===== src/rtl/snoop_bus_arbiter.sv =====
// snoop_bus_arbiter
// Round-robin arbiter for a shared snooping bus. The arbiter picks one CPU per
// transaction, broadcasts that CPU's line address for one snoop cycle, and then
// sources the data either from a peer cache that reported a hit or from unified
// memory. Invalidates (and write misses) strobe inv_out to every non-owner CPU.
//
// Ports
//   clk, rst_n                 clock, async active-low reset
//   req_rd_miss/wr_miss/inv    per-CPU level requests
//   req_addr                   per-CPU line address, CPU i at [i*TAG_W +: TAG_W]
//   snoop_found                per-CPU snoop hit, only looked at in SNOOP
//   mem_rdy                    memory read done pulse, only looked at in MEM
//   grant                      one-hot bus owner, zero when idle
//   snoop_valid, snoop_addr    snoop broadcast
//   inv_out                    invalidate strobe to non-owners
//   datasel, peer_sel          data source (00 none, 01 memory, 10 peer) and peer index
//   mem_re, mem_addr           memory read request
//   done                       one-hot completion pulse to the owner
//
// state | meaning
// IDLE  | bus free, arbitrate among pending requests
// SNOOP | broadcast owner address, sample snoop_found
// MEM   | waiting on unified memory read
// DONE  | completion pulse to owner, update round-robin pointer
module snoop_bus_arbiter #(
  parameter int NUM_CPU = 4,
  parameter int TAG_W   = 11,
  parameter int IW      = $clog2(NUM_CPU)
) (
  input  logic                     clk,
  input  logic                     rst_n,
  input  logic [NUM_CPU-1:0]       req_rd_miss,
  input  logic [NUM_CPU-1:0]       req_wr_miss,
  input  logic [NUM_CPU-1:0]       req_inv,
  input  logic [NUM_CPU*TAG_W-1:0] req_addr,
  input  logic [NUM_CPU-1:0]       snoop_found,
  input  logic                     mem_rdy,
  output logic [NUM_CPU-1:0]       grant,
  output logic                     snoop_valid,
  output logic [TAG_W-1:0]         snoop_addr,
  output logic [NUM_CPU-1:0]       inv_out,
  output logic [1:0]               datasel,
  output logic [IW-1:0]            peer_sel,
  output logic                     mem_re,
  output logic [TAG_W-1:0]         mem_addr,
  output logic [NUM_CPU-1:0]       done
);

  typedef enum logic [1:0] {S_IDLE, S_SNOOP, S_MEM, S_DONE} state_t;
  typedef enum logic [1:0] {T_RD, T_WR, T_INV} txn_t;

  localparam logic [NUM_CPU-1:0] ONE_HOT0 = NUM_CPU'(1);

  state_t             state;
  txn_t               txn;
  logic [IW-1:0]      last_owner;
  logic [IW-1:0]      owner_idx;

  logic [NUM_CPU-1:0] any_req;
  logic               hi_valid, lo_valid;
  logic [IW-1:0]      hi_idx, lo_idx, pick_idx;
  logic [TAG_W-1:0]   pick_addr;
  logic               pick_inv, pick_wr;
  logic [NUM_CPU-1:0] found_m;
  logic [IW-1:0]      peer_idx;

  assign any_req = req_rd_miss | req_wr_miss | req_inv;

  // Round robin without a rotator: lowest requester above last_owner wins,
  // otherwise wrap around to the lowest requester overall.
  always_comb begin
    hi_valid = 1'b0;
    hi_idx   = '0;
    lo_valid = 1'b0;
    lo_idx   = '0;
    for (int i = NUM_CPU - 1; i >= 0; i--) begin
      if (any_req[i]) begin
        lo_valid = 1'b1;
        lo_idx   = IW'(i);
        if (IW'(i) > last_owner) begin
          hi_valid = 1'b1;
          hi_idx   = IW'(i);
        end
      end
    end
    pick_idx = hi_valid ? hi_idx : lo_idx;
  end

  always_comb begin
    pick_addr = '0;
    pick_inv  = 1'b0;
    pick_wr   = 1'b0;
    for (int i = 0; i < NUM_CPU; i++) begin
      if (IW'(i) == pick_idx) begin
        pick_addr = req_addr[i*TAG_W +: TAG_W];
        pick_inv  = req_inv[i];
        pick_wr   = req_wr_miss[i];
      end
    end
  end

  // The owner always hits its own snoop, so its bit never counts as a peer.
  assign found_m = snoop_found & ~grant;

  always_comb begin
    peer_idx = '0;
    for (int i = NUM_CPU - 1; i >= 0; i--) begin
      if (found_m[i]) peer_idx = IW'(i);
    end
  end

  always_ff @(posedge clk or negedge rst_n) begin
    if (!rst_n) begin
      state       <= S_IDLE;
      txn         <= T_RD;
      last_owner  <= IW'(NUM_CPU - 1);
      owner_idx   <= '0;
      grant       <= '0;
      snoop_valid <= 1'b0;
      snoop_addr  <= '0;
      inv_out     <= '0;
      datasel     <= 2'b00;
      peer_sel    <= '0;
      mem_re      <= 1'b0;
      mem_addr    <= '0;
      done        <= '0;
    end else begin
      done    <= '0;
      inv_out <= '0;
      case (state)
        S_IDLE: begin
          if (lo_valid) begin
            grant       <= ONE_HOT0 << pick_idx;
            owner_idx   <= pick_idx;
            txn         <= pick_inv ? T_INV : (pick_wr ? T_WR : T_RD);
            snoop_valid <= 1'b1;
            snoop_addr  <= pick_addr;
            state       <= S_SNOOP;
          end
        end
        S_SNOOP: begin
          snoop_valid <= 1'b0;
          if (txn == T_INV) begin
            inv_out <= ~grant;
            datasel <= 2'b00;
            done    <= grant;
            state   <= S_DONE;
          end else if (|found_m) begin
            datasel  <= 2'b10;
            peer_sel <= peer_idx;
            done     <= grant;
            if (txn == T_WR) inv_out <= ~grant;
            state    <= S_DONE;
          end else begin
            mem_re   <= 1'b1;
            mem_addr <= snoop_addr;
            datasel  <= 2'b01;
            if (txn == T_WR) inv_out <= ~grant;
            state    <= S_MEM;
          end
        end
        S_MEM: begin
          if (mem_rdy) begin
            mem_re <= 1'b0;
            done   <= grant;
            state  <= S_DONE;
          end
        end
        S_DONE: begin
          grant      <= '0;
          datasel    <= 2'b00;
          peer_sel   <= '0;
          last_owner <= owner_idx;
          state      <= S_IDLE;
        end
        default: state <= S_IDLE;
      endcase
    end
  end

endmodule


===== config.mk =====
export PLATFORM = sky130hd
export DESIGN_NAME = snoop_bus_arbiter
export DESIGN_NICKNAME = d
export VERILOG_FILES = /design/src/rtl/snoop_bus_arbiter.sv
export SDC_FILE = /design/constraint.sdc
export NUM_CORES = 1
export LEC_CHECK = 0
export CORE_ASPECT_RATIO = 0.5
export CORE_MARGIN = 1
export CORE_UTILIZATION = 39
export DETAILED_ROUTE_END_ITERATION = 6
export GPL_TIMING_DRIVEN = 0
export PLACE_DENSITY = 0.87
export SYNTH_ARGS = -nofsm -noshare
export SYNTH_HDL_FRONTEND = slang
export SYNTH_SLANG_ARGS = --single-unit

===== constraint.sdc =====
create_clock -name clk -period 2.2 [get_ports clk]
set_clock_uncertainty 0.15 [all_clocks]
set_input_delay 0.44 -clock clk [delete_from_list [all_inputs] [get_ports clk]]
set_output_delay 0.44 -clock clk [all_outputs]
set_load 0.01 [all_outputs]

# [Word level (Yosys, flattened, before mapping)]
# Index checks and enable logic that the tools add are counted.
[totals] in_bits=63 regBits=48 wordCells=120
[classes] n_eq_ne=13 shifts=1 n_reduce_logical=14 bitwise_logic=6 mux=69 n_lt_le_gt_ge=4
[ops] operator="$mux W2" n=24
[ops] operator="$mux W11" n=4
[ops] operator="$mux W4" n=7
[ops] operator="$mux W1" n=27
[ops] operator="$pmux W4 S2" n=2
[ops] operator="$ne A2 B2 Y1 const B" n=5
[ops] operator="$or A4 B4 Y4" n=2
[ops] operator="$pmux W2 S2" n=2
[ops] operator="$pmux W2 S4" n=1
[ops] operator="$reduce_and A2 Y1" n=4
[ops] operator="$reduce_bool A2 Y1" n=4
[ops] operator="$eq A2 B2 Y1 const B" n=3
[ops] operator="$reduce_and A3 Y1" n=2
[ops] operator="$and A4 B4 Y4" n=1
[ops] operator="$eq A2 B1 Y1 const B" n=2
[ops] operator="$eq A2 B2 Y1 const A" n=2
[ops] operator="$gt A1 B2 Y1 const A" n=2
[ops] operator="$gt A2 B2 Y1 const A" n=2
[ops] operator="$logic_not A2 Y1" n=2
[ops] operator="$not A4 Y4" n=1
[ops] operator="$pmux W1 S2" n=2
[ops] operator="$reduce_and A4 Y1" n=1
[ops] operator="$reduce_or A4 Y1" n=1
[ops] operator="$shl A1 B2 Y4 const A" n=1
[ops] operator="2 further kinds" n=3

# [Longest topological paths before layout]
[logic_depth] word_depth=17 depth_mapped=7

# [Least setup slack after synthesis]
# Ideal clock, no wire load.
[synth_path] path_type="input to register" from="input req_inv[2]" to="register snoop_addr[1]" stages=7 setup_slack_ps=47 arrival_ps=1875 setup_ps=127 path_cell_list="or3_1 > o221ai_1 > a21o_2 > buf_6 > mux2_1 > nor2_1 > a211oi_2"
[synth_via] elab_chain_cells=12
[synth_lines] item="start: declaration" line="34" source="input logic [NUM_CPU-1:0] req_inv,"
[synth_lines] item="$or A4 B4 Y4 *" line="67" source="assign any_req = req_rd_miss | req_wr_miss | req_inv;"
[synth_lines] item="$mux W2 / $mux W1 (equally long branches)" line="77" source="if (any_req[i]) begin"
[synth_lines] item="$mux W2 / $mux W1 (equally long branches)" line="80" source="if (IW'(i) > last_owner) begin"
[synth_lines] item="$mux W2 / $mux W1 (equally long branches)" line="77"
[synth_lines] item="$mux W2 / $mux W1 (equally long branches)" line="80"
[synth_lines] item="$mux W2 / $mux W1 (equally long branches)" line="77"
[synth_lines] item="$mux W2" line="86" source="pick_idx = hi_valid ? hi_idx : lo_idx;"
[synth_lines] item="$logic_not A2 Y1" line="94" source="if (IW'(i) == pick_idx) begin"
[synth_lines] item="$mux W11 (4 in a row)" line="94"
[synth_lines] item="end signal: assignment" line="137" source="snoop_addr <= pick_addr;"
[synth_lines] item="end: declaration" line="40" source="output logic [TAG_W-1:0] snoop_addr,"
# Every way passes the cells marked *; elsewhere a longest branch is shown, timed or not.
# A chain may end at the register's enable or synchronous reset.

# [Worst setup path in the final report]
[layout_path] from="register last_owner[1]" to="register txn[0]"
[layout_via] elab_chain_cells=17
[layout_lines] item="start: declaration" line="56" source="logic [IW-1:0] last_owner;"
[layout_lines] item="start signal: assignment" line="116" source="last_owner <= IW'(NUM_CPU - 1);"
[layout_lines] item="start signal: assignment" line="173" source="last_owner <= owner_idx;"
[layout_lines] item="$gt A2 B2 Y1" line="80"
[layout_lines] item="$mux W2 / $mux W1 (equally long branches)" line="80"
[layout_lines] item="$mux W2 / $mux W1 (equally long branches)" line="77"
[layout_lines] item="$mux W2 / $mux W1 (equally long branches)" line="80"
[layout_lines] item="$mux W2 / $mux W1 (equally long branches)" line="77"
[layout_lines] item="$mux W2 / $mux W1 (equally long branches)" line="80"
[layout_lines] item="$mux W2 / $mux W1 (equally long branches)" line="77"
[layout_lines] item="$mux W2 / $mux W1 (equally long branches)" line="80"
[layout_lines] item="$mux W2 / $mux W1 (equally long branches)" line="77"
[layout_lines] item="$mux W2 *" line="86"
[layout_lines] item="$logic_not A2 Y1" line="94"
[layout_lines] item="$mux W1 (4 in a row)" line="94"
[layout_lines] item="$mux W1" line="135" source="txn <= pick_inv ? T_INV : (pick_wr ? T_WR : T_RD);"
[layout_lines] item="$mux W2 *" line="135"
[layout_lines] item="end signal: assignment" line="135"
[layout_lines] item="end: declaration" line="55" source="txn_t txn;"
# Marked as above.

==> results.md <==
- Final Max Slew Viols: 0
- Setup TNS after final layout: -7.14 ps
- Slowest CP cell: dfstp_2
- Data required, critical path: 2230 ps
- Finish-stage setup viols: 1
- Crit Path Class: flip-flop to flip-flop
- Synth Flop Type: dfrtp_1
- Area growth syn-to-layout: 62.3%
- Max-cap violations: 0
- Iteration count of the initial detailed-routing pass: 5
- Number of enable-type register cells in the synthesized netlist: 0
- Share of async-settable or async-resettable flops after synthesis: 100%
- Post-synthesis compound-gate area fraction: 16.1%
- Count of synthesis-stage warnings from yosys: 0
- Number of buffers added by the clock tree synthesis step: 5
- CTS H-Tree Depth: 2
- Share of post-route cells with drive strength above 1: 26.6%
- Total Power: 5.83 mW
- Distinct cell type count of the synthesized netlist: 43
- Startpoint type of the worst setup path: flip-flop
- Antenna violations before repair: 0
- Die area: 6940 um^2
- Final cell count without fillers: 457
- Layout filler cell count: 436
- Reg2reg start: last_owner[1]
- Slew HR: 61.7%
- Register bit count reported by yosys: 48
- End of the critical path: txn[0]
- Overall Global Routing Usage: 25.7%
- Slowest cell delay on critical path: 420 ps
- Area share of the largest cell type after synthesis: 44.7%
- Commonest non-fill, non-tap cell in the layout: clkdlybuf4s50_1
- Cell depth of the worst flop-to-flop path: 6
- Worst-path fanout max: 7
- Outcome: complete, but fails checks
- Initial DRC Count: 181
- Number of buffers inserted by port buffering: 102
- Sequential element share of the synthesized area: 46.8%
- Insertion delay of the later-clocked pin in the worst-skew pair: 290 ps
- Number of vias in the routed layout: 2,583
- CTS tree: yes
- Violated checks: setup timing
- Via count of the first global-routing pass: 2,659
- Cell Area, Synth: 2570 um^2
- CTS sink cnt: 48
- Detailed-placement wirelength estimate: 5580 um
- Dominant combinational cell family by area after synthesis: simple AND/OR/NAND/NOR gates
- Standard-cell rows: 20
- Number of design rule violations left after detail routing: 0
- Crit share post-route: 100%
- Reg2reg end: txn[0]
- Buffer depth of the longest clock path: 2
- Maximum vdd drop: 0.000601 V
- Initial Util: 41.5%
- Placer's final routability congestion estimate: 1.02
- Adder-cell area share of the yosys netlist: 2.43%
- Share of the synthesized netlist area taken by xor and xnor gates: 0%
- Critical path endpoint category: flip-flop
- Mean routed wirelength per cell: 20.6 um
- Diodes inserted: 0
- Share of synthesized area spent on multiplexers: 14.8%
- Launch point of the critical path: last_owner[1]
- Placeable core region: 6210 um^2
- # IOs: 103
- CTS root buffer: clkbuf_16
- Per-instance average area after synthesis: 10.5 um^2
- Net count of the mapped netlist: 312
- Maximum number of pins on one net before global-route repair: 44
- Max Clk Rate: 453 MHz
- Simple-gate share of the synthesized area: 16.6%
- Dpl cells: 435
- Worst path setup slack after routing: -7.14 ps
- Highest-count cells in the layout ignoring fill and taps: clkdlybuf4s50_1, dfrtp_1, nor2_1
- Grt total ovfl: 0
- Leading cell types by total area after synthesis: dfrtp_1, mux2_2, nor2_1
- P_leak: 1.73 nW
- Power Dens Cells: 1400 nW/um^2
- First-pass GRT wire length: 13,100 um
- Gate count after technology mapping: 244
- Arrival time of data at the critical path endpoint: 2240 ps
- Library cell occupying the most area in the post-synthesis netlist: dfrtp_1
- Clock edge transition at the registers on the reported setup and hold paths: 70 ps
- Finished Core Util: 67.3%
- Horiz. Die Dim: 117 um
- Ratio of routed vias to standard cells: 5.65
- Antenna-violating nets left: 0
- Setup slack of the most critical reg-to-reg path: -7 ps
- Post-layout net count: 436
- Cells along the critical path: inv_1 > o221ai_4 > a21o_4 > bufbuf_16 > a221o_1 > a32o_1
- Floorplan die height: 59.4 um
- Minimum period implied by the final worst setup slack: 2210 ps
- Final wirelength: 9420 um
- Pin slew with the least headroom to its limit: 575 ps
- Final Hold Vio Count: 0
- Min-delay worst type: primary input to async pin
[worst min path at each step]
stage,from,end,slack [ps],depth (start not counted)
floorplan,rst_n,datasel[0],-6,0
global placement,owner_idx[1],owner_idx[1],310,1
detailed placement,rst_n,snoop_addr[10],140,1
CTS,owner_idx[0],owner_idx[0],350,2
global route,mem_addr[7],mem_addr[7],370,1
finish,rst_n,mem_addr[9],360,2
[cells in the mapped netlist (3+ instances only)]
master	instances
ha_1	5
nor2_1	34
mux2i_1	11
o21ai_0	15
a211oi_2	8
nor2b_1	4
nor3_2	3
dfrtp_1	46
and2_1	6
or3_1	5
nand2b_1	6
mux2_1	7
a21oi_1	9
a211oi_1	5
mux2_2	17
nand3_1	3
clkbuf_1	5
nand2_1	17
inv_1	8
[cell type report]
type / count / area (um^2) / share of cell area [%]
Clock buffer: 5 / 125 / 3.00
Buffer: 6 / 52.6 / 1.26
Tap cell: 88 / 110 / 2.64
Inverter: 8 / 30.0 / 0.719
Clock inverter: 3 / 68.8 / 1.65
Multi-Input combinational cell: 179 / 1420 / 34.0
Sequential cell: 48 / 1200 / 28.8
Timing Repair Buffer: 120 / 1160 / 27.9
[logic make-up (layout without fill, tap and decap cells)]
family / after synthesis / count (layout)
adder cells (fa/ha/maj): 5 / 5
flip-flops: 48 / 48
AND/OR/NAND/NOR: 85 / 85
buffers and inverters: 17 / 142
multiplexers: 35 / 35
AO/OA/AOI/OAI: 54 / 54
[power breakdown]
part | internal (mW) | total (mW) | switching [mW]
Sequential | 1.29 | 1.63 | 0.336
Clock | 0.656 | 1.00 | 0.349
Combinational | 1.68 | 3.20 | 1.52
Total | 3.63 | 5.83 | 2.21
[registers in the layout, summed over array words and instances (netlist names)]
name	cells
owner_idx	2
grant	4
done	4
inv_out	4
mem_re	1
snoop_addr	11
mem_addr	11
peer_sel	2
state	2
last_owner	2
datasel	2
snoop_valid	1
txn	2
[critical path, delay by kind of cell (launching register included)]
kind	cells	cell delay, ps
buffers and inverters	2	530
DFF	1	420
AOI/OAI and AO/OA	4	1000
[metrics by stage]
step / setup WS (ps) / hold slack (ps) / cell area (um^2)
floorplan: 47.5 / -5.59 / 2570
global placement: -678 / 314 / 3700
detailed placement: -632 / 139 / 3720
CTS: -10.5 / 353 / 4110
global route: -59.9 / 371 / 4170
finish: -7.14 / 361 / 4170
[what timing repair did]
action / CTS / global route
gates resized for setup: 36 / 37
endpoints found under the hold margin: 5 / 0
pin swaps: 10 / 12
setup buffers: 11 / 4
gates cloned: 1 / 0
endpoints found under the setup margin: 29 / 23
hold buffers: 1 / 0
[metal layers]
metal | track usage, % | up-vias | share of wire [%]
li1 | - | 1117 | -
met1 | 30.7 | 1255 | 38
met2 | 45.2 | 162 | 51
met3 | 4.81 | 49 | 6.9
met4 | 13.0 | 0 | 4.6
met5 | 0 | - | 0
Note: power is estimated with default switching activity, not from simulation.
